$ cat src/rtl/cpu_flags_pkg.sv
// Shared flag-unit types: ALU flag-update classes and the {Z,N,V} flag word.
package cpu_flags_pkg;

  typedef enum logic [1:0] {
    FLAG_ADD    = 2'b00,
    FLAG_SUB    = 2'b01,
    FLAG_LOGIC  = 2'b10,
    FLAG_NOFLAG = 2'b11
  } alu_op_e;

  typedef struct packed {
    logic z;
    logic n;
    logic v;
  } flags_t;

endpackage

$ cat src/rtl/flag_stack.sv
// LIFO shadow stack for the flag word: storage, occupancy count and sticky
// overflow/underflow bits. A simultaneous push and pop is a no-op.
module flag_stack
  import cpu_flags_pkg::*;
#(
  parameter int DEPTH = 4
) (
  input  logic                     clk_i,
  input  logic                     rst_ni,
  input  logic                     push_i,
  input  logic                     pop_i,
  input  logic                     clr_err_i,
  input  flags_t                   wdata_i,
  output flags_t                   rdata_o,
  output logic                     pop_ok_o,
  output logic [$clog2(DEPTH):0]   count_o,
  output logic                     overflow_o,
  output logic                     underflow_o
);

  localparam int AW = $clog2(DEPTH);
  localparam int CW = AW + 1;

  flags_t          mem_q [DEPTH];
  logic [CW-1:0]   count_q, count_d;
  logic            ovf_q, ovf_d, unf_q, unf_d;
  logic            full, empty, push_only, pop_only, do_push, do_pop;
  logic [AW-1:0]   top_idx;

  assign full      = (count_q == CW'(DEPTH));
  assign empty     = (count_q == '0);
  assign push_only = push_i & ~pop_i;
  assign pop_only  = pop_i & ~push_i;
  assign do_push   = push_only & ~full;
  assign do_pop    = pop_only & ~empty;
  // Top entry sits one below the write pointer; wraps to DEPTH-1 when full.
  assign top_idx   = count_q[AW-1:0] - AW'(1);

  // Next count and sticky errors; a new error wins over a same-cycle clear.
  always_comb begin
    count_d = count_q;
    if (do_push)     count_d = count_q + CW'(1);
    else if (do_pop) count_d = count_q - CW'(1);
    ovf_d = (ovf_q & ~clr_err_i) | (push_only & full);
    unf_d = (unf_q & ~clr_err_i) | (pop_only & empty);
  end

  // Count and error registers.
  always_ff @(posedge clk_i or negedge rst_ni) begin
    if (!rst_ni) begin
      count_q <= '0;
      ovf_q   <= 1'b0;
      unf_q   <= 1'b0;
    end else begin
      count_q <= count_d;
      ovf_q   <= ovf_d;
      unf_q   <= unf_d;
    end
  end

  // Entry storage; contents are never read before being written, so no reset.
  always_ff @(posedge clk_i) begin
    if (do_push) mem_q[count_q[AW-1:0]] <= wdata_i;
  end

  assign rdata_o     = mem_q[top_idx];
  assign pop_ok_o    = do_pop;
  assign count_o     = count_q;
  assign overflow_o  = ovf_q;
  assign underflow_o = unf_q;

endmodule

$ cat src/rtl/status_flag_unit.sv
// Architectural Z/N/V flag registers fed by the ALU result, with a shadow
// stack that saves and restores them across interrupt entry and return.
module status_flag_unit
  import cpu_flags_pkg::*;
#(
  parameter int DATA_WIDTH  = 16,
  parameter int STACK_DEPTH = 4
) (
  input  logic                           iClk,
  input  logic                           iRst_n,
  input  logic                           iAluValid,
  input  logic [1:0]                     iAluOp,
  input  logic [DATA_WIDTH-1:0]          iOperandA,
  input  logic [DATA_WIDTH-1:0]          iOperandB,
  input  logic [DATA_WIDTH-1:0]          iResult,
  input  logic                           iFlush,
  input  logic                           iPush,
  input  logic                           iPop,
  input  logic                           iClearErr,
  output logic                           oZeroFlag,
  output logic                           oNegativeFlag,
  output logic                           oOverflowFlag,
  output logic [$clog2(STACK_DEPTH):0]   oStackCount,
  output logic                           oStackOverflow,
  output logic                           oStackUnderflow
);

  localparam int MSB = DATA_WIDTH - 1;

  flags_t flags_q, flags_d, alu_flags, top_entry;
  logic   upd, restore;
  logic   a_s, b_s, r_s;

  assign a_s = iOperandA[MSB];
  assign b_s = iOperandB[MSB];
  assign r_s = iResult[MSB];
  assign upd = iAluValid & ~iFlush & (alu_op_e'(iAluOp) != FLAG_NOFLAG);

  // Flags implied by this cycle's ALU result.
  always_comb begin
    alu_flags.z = (iResult == '0);
    alu_flags.n = r_s;
    case (alu_op_e'(iAluOp))
      FLAG_ADD: alu_flags.v = (a_s == b_s) & (r_s != a_s);
      FLAG_SUB: alu_flags.v = (a_s != b_s) & (r_s != a_s);
      default:  alu_flags.v = 1'b0;
    endcase
  end

  // The stack saves the pre-edge flags, so a push never sees this cycle's update.
  flag_stack #(.DEPTH(STACK_DEPTH)) u_stack (
    .clk_i       (iClk),
    .rst_ni      (iRst_n),
    .push_i      (iPush),
    .pop_i       (iPop),
    .clr_err_i   (iClearErr),
    .wdata_i     (flags_q),
    .rdata_o     (top_entry),
    .pop_ok_o    (restore),
    .count_o     (oStackCount),
    .overflow_o  (oStackOverflow),
    .underflow_o (oStackUnderflow)
  );

  // A successful restore overrides any ALU update in the same cycle.
  always_comb begin
    flags_d = flags_q;
    if (restore)  flags_d = top_entry;
    else if (upd) flags_d = alu_flags;
  end

  // Architectural flag registers.
  always_ff @(posedge iClk or negedge iRst_n) begin
    if (!iRst_n) flags_q <= '0;
    else         flags_q <= flags_d;
  end

  assign oZeroFlag     = flags_q.z;
  assign oNegativeFlag = flags_q.n;
  assign oOverflowFlag = flags_q.v;

endmodule

$ cat config.mk
export PLATFORM = sky130hd
export DESIGN_NAME = status_flag_unit
export DESIGN_NICKNAME = d
export VERILOG_FILES = /design/src/rtl/cpu_flags_pkg.sv /design/src/rtl/flag_stack.sv /design/src/rtl/status_flag_unit.sv
export SDC_FILE = /design/constraint.sdc
export NUM_CORES = 1
export LEC_CHECK = 0
export CAP_MARGIN = 5
export CORE_MARGIN = 2
export CORE_UTILIZATION = 38
export CTS_CLUSTER_DIAMETER = 30
export CTS_CLUSTER_SIZE = 8
export DETAILED_ROUTE_END_ITERATION = 8
export GPL_TIMING_DRIVEN = 0
export PLACE_DENSITY = 0.84
export SLEW_MARGIN = 20
export SYNTH_ARGS = -nofsm -noshare
export SYNTH_HDL_FRONTEND = slang
export SYNTH_SLANG_ARGS = --single-unit
export TNS_END_PERCENT = 20
$ cat constraint.sdc
create_clock -name iClk -period 3.1 [get_ports iClk]
set_input_delay 0.465 -clock iClk [delete_from_list [all_inputs] [get_ports iClk]]
set_output_delay 0.465 -clock iClk [all_outputs]
set_load 0.03 [all_outputs]
==> impl_metrics.csv <==
group,metric,value,unit
outcome,run_status,"complete, no violations",
cts,cts_root_buf,"clkbuf_4",
detailed_routing,wl_per_cell,13.6,um
worst_setup_path,cp_max_fo,6,
place,place.gp.congestion,0.776,
cells_and_area,final_cell_mix,"clkdlybuf4s50_1, edfxtp_1, dfrtp_1",
detailed_routing,routed-via-count,735,
sta,maxSlewHeadroom,74.8,%
floorplan,die_width,55.4,um
sta,finalSetupViolations,0,
yosys,yosysSeqAreaShare,55.9,%
cts,ctsResizeCount,0,
floorplan,die_y,55.4,um
sta,fin_crit_sh,70.4,%
yosys,synthesis.nets,139,
detailed_routing,antenna_left,0,
cts,post_cts_buffers,0,
cts,cts_max_path_buffers,2,
yosys,yosysTopAreaCell,"edfxtp_1",
cts,clkLatencyLatePin,290,ps
cells_and_area,finalNetCount,178,
worst_setup_path,path_class,"reg -> reg",
worst_setup_path,cp_data_required_time,3290,ps
yosys,ys.warnings.count,0,
sta,layout_setup_ws,918,ps
sta,max_clock_freq,458,MHz
yosys,synth_area_leaders,"edfxtp_1, dfrtp_1, mux4_2",
power_and_ir_drop,power_density,759,nW/um2
cts,numCtsBuffers,3,
cells_and_area,antenna_cells,0,
floorplan,core_area,2500,um2
sta,finalClockSkew,9.50,ps
cells_and_area,drive_above_1_share,11.3,%
cells_and_area,area_growth,40.3,%
cells_and_area,nFillCells,211,
sta,setup_tns,0,ps
floorplan,std_cell_rows,18,
cts,postCtsHoldBufs,0,
place,hpwl,1660,um
sta,tightest_slew,377,ps
global_routing,grt_pass1_wl,3420,um
cts,cts_tree,"done",
cts,clk_pin_slew,110,ps
yosys,synth.top_cell.area_share,35.9,%
worst_setup_path,critPathArrivalTime,2370,ps
sta,final_hold_viol_count,0,
floorplan,io_pins,65,
detailed_routing,first_pass_iters,3,
detailed_routing,finalWirelength,1970,um
detailed_routing,avgViaCountPerCell,5.07,
worst_setup_path,critPathLaunchType,"flip-flop",
global_routing,antenna_found_initial,0,
yosys,synth_cell_type_count,30,
power_and_ir_drop,peakVddDrop,0.483,mV
worst_hold_path,hp-class,"in -> async",
global_routing,grtUsageTotal,14.3,%
worst_setup_path,cp-end-kind,"flip-flop",
run,drv_cap,0,
sta,fin_crit,2180,ps
yosys,syn_avg_cell_area,13.0,um2
sta,rsz0062_at_grt,"no",
floorplan,die_area,3070,um2
yosys,synth_seq_cells,20,
cts,cts.sinks,20,
cts,h-tree-depth,1,
detailed_routing,drc,0,
yosys,synth.cell_area,1000,um2
place,numPortBuffers,34,
place,place_ws,861,ps
cells_and_area,final_common_cell,"clkdlybuf4s50_1",
yosys,syn_inst,77,
floorplan,initial_core_util,40.1,%
power_and_ir_drop,p_leak,0.536,nW
global_routing,grt_pass1_vias,797,
global_routing,overflow,0,
sta,maxSlewViolCount,0,
detailed_routing,drt_iter0_drc,4,
global_routing,grt_max_degree,12,
## worst max-delay path, cell delays in order, from the launching register on
cell and delay, ps:
dfrtp_1 460, buf_2 240, inv_1 90, ha_1 270, a21oi_2 330, xnor2_1 170, ha_1 240, mux2_1 270
## sequential cells by signal (all words and copies together) (netlist names)
| register | flops |
|---|---|
| u_stack.overflow_o | 1 |
| oOverflowFlag | 1 |
| u_stack.underflow_o | 1 |
| oZeroFlag | 1 |
| u_stack.mem_q | 12 |
| u_stack.count_o | 3 |
| oNegativeFlag | 1 |
## power by group
group          leakage, nW  internal, W  switching, W
Clock               0.0154    0.0000466     0.0000748
Combinational        0.312     0.000253      0.000256
Sequential           0.209     0.000369     0.0000700
Total                0.536     0.000668      0.000401
## logic make-up (layout without fill, tap and decap cells)
kind of cell	Yosys count	after routing	share of synthesized area (%)
compound gates	7	7	4.49
xor+xnor	4	4	3.49
fa+ha+maj	5	5	6.23
buf+inv	7	45	3.49
flops	20	20	55.9
mux	6	6	9.85
simple gates	28	28	16.6
## Yosys cell counts
master     n
edfxtp_1  12
dfrtp_1    8
ha_1       5
inv_1      5
nand2_1    5
nor4_1     4
and2_1     3
mux4_2     3
nor2_1     3
xnor2_1    3
a21oi_1    2
mux2i_1    2
nand3_1    2
nor2b_1    2
o22ai_1    2
or3_1      2
a21oi_2    1
and2_4     1
buf_2      1
buf_6      1
mux2_1     1
nand2b_1   1
nand2b_4   1
nand3b_1   1
nand4_1    1
nor2_2     1
nor2b_2    1
o21ai_1    1
o32ai_1    1
xor2_1     1
## layout make-up
type | count | area, um2 | share of cell area, %
Sequential cell | 20 | 561 | 39.8
Clock inverter | 1 | 3.75 | 0.267
Timing Repair Buffer | 34 | 340 | 24.2
Multi-Input combinational cell | 50 | 408 | 29.0
Inverter | 5 | 18.8 | 1.33
Buffer | 2 | 16.3 | 1.16
Tap cell | 30 | 37.5 | 2.67
Clock buffer | 3 | 22.5 | 1.60
## path summary, 6_finish.rpt
path / start / endpoint / slack (ps) / cells past startpoint
max in group asynchronous: iRst_n / oZeroFlag / 2380 / 1
min in group iClk: u_stack.underflow_o / u_stack.underflow_o / 540 / 2
hold / removal: iRst_n / u_stack.count_o[2] / 440 / 1
setup / recovery: u_stack.count_o[0] / u_stack.count_o[1] / 920 / 7
setup reg to reg: u_stack.count_o[0] / u_stack.count_o[1] / 920 / 7
hold reg to reg: u_stack.underflow_o / u_stack.underflow_o / 540 / 2
## metal layers
layer | up-vias | share of wire (%) | track usage (%)
li1 | 356 | - | -
met1 | 349 | 39 | 16.9
met2 | 26 | 54 | 26.4
met3 | 4 | 4.2 | 1.41
met4 | 0 | 2.7 | 5.57
met5 | - | 0 | 0
## through the flow
stage / util (%) / instances / instance area, um2 / hold slack (ps) / power [W]
after floorplan: - / 77 / 1000 / 169 / 0.000757
after global placement: 55.3 / 141 / 1380 / 520 / 0.000931
after detailed placement: 55.3 / 141 / 1380 / 520 / 0.000956
after CTS: 56.3 / 145 / 1410 / 456 / 0.00107
after global routing: 56.3 / 145 / 1410 / 470 / 0.00114
final: 56.3 / 145 / 1410 / 443 / 0.00107
(Power assumes the default switching activity.)
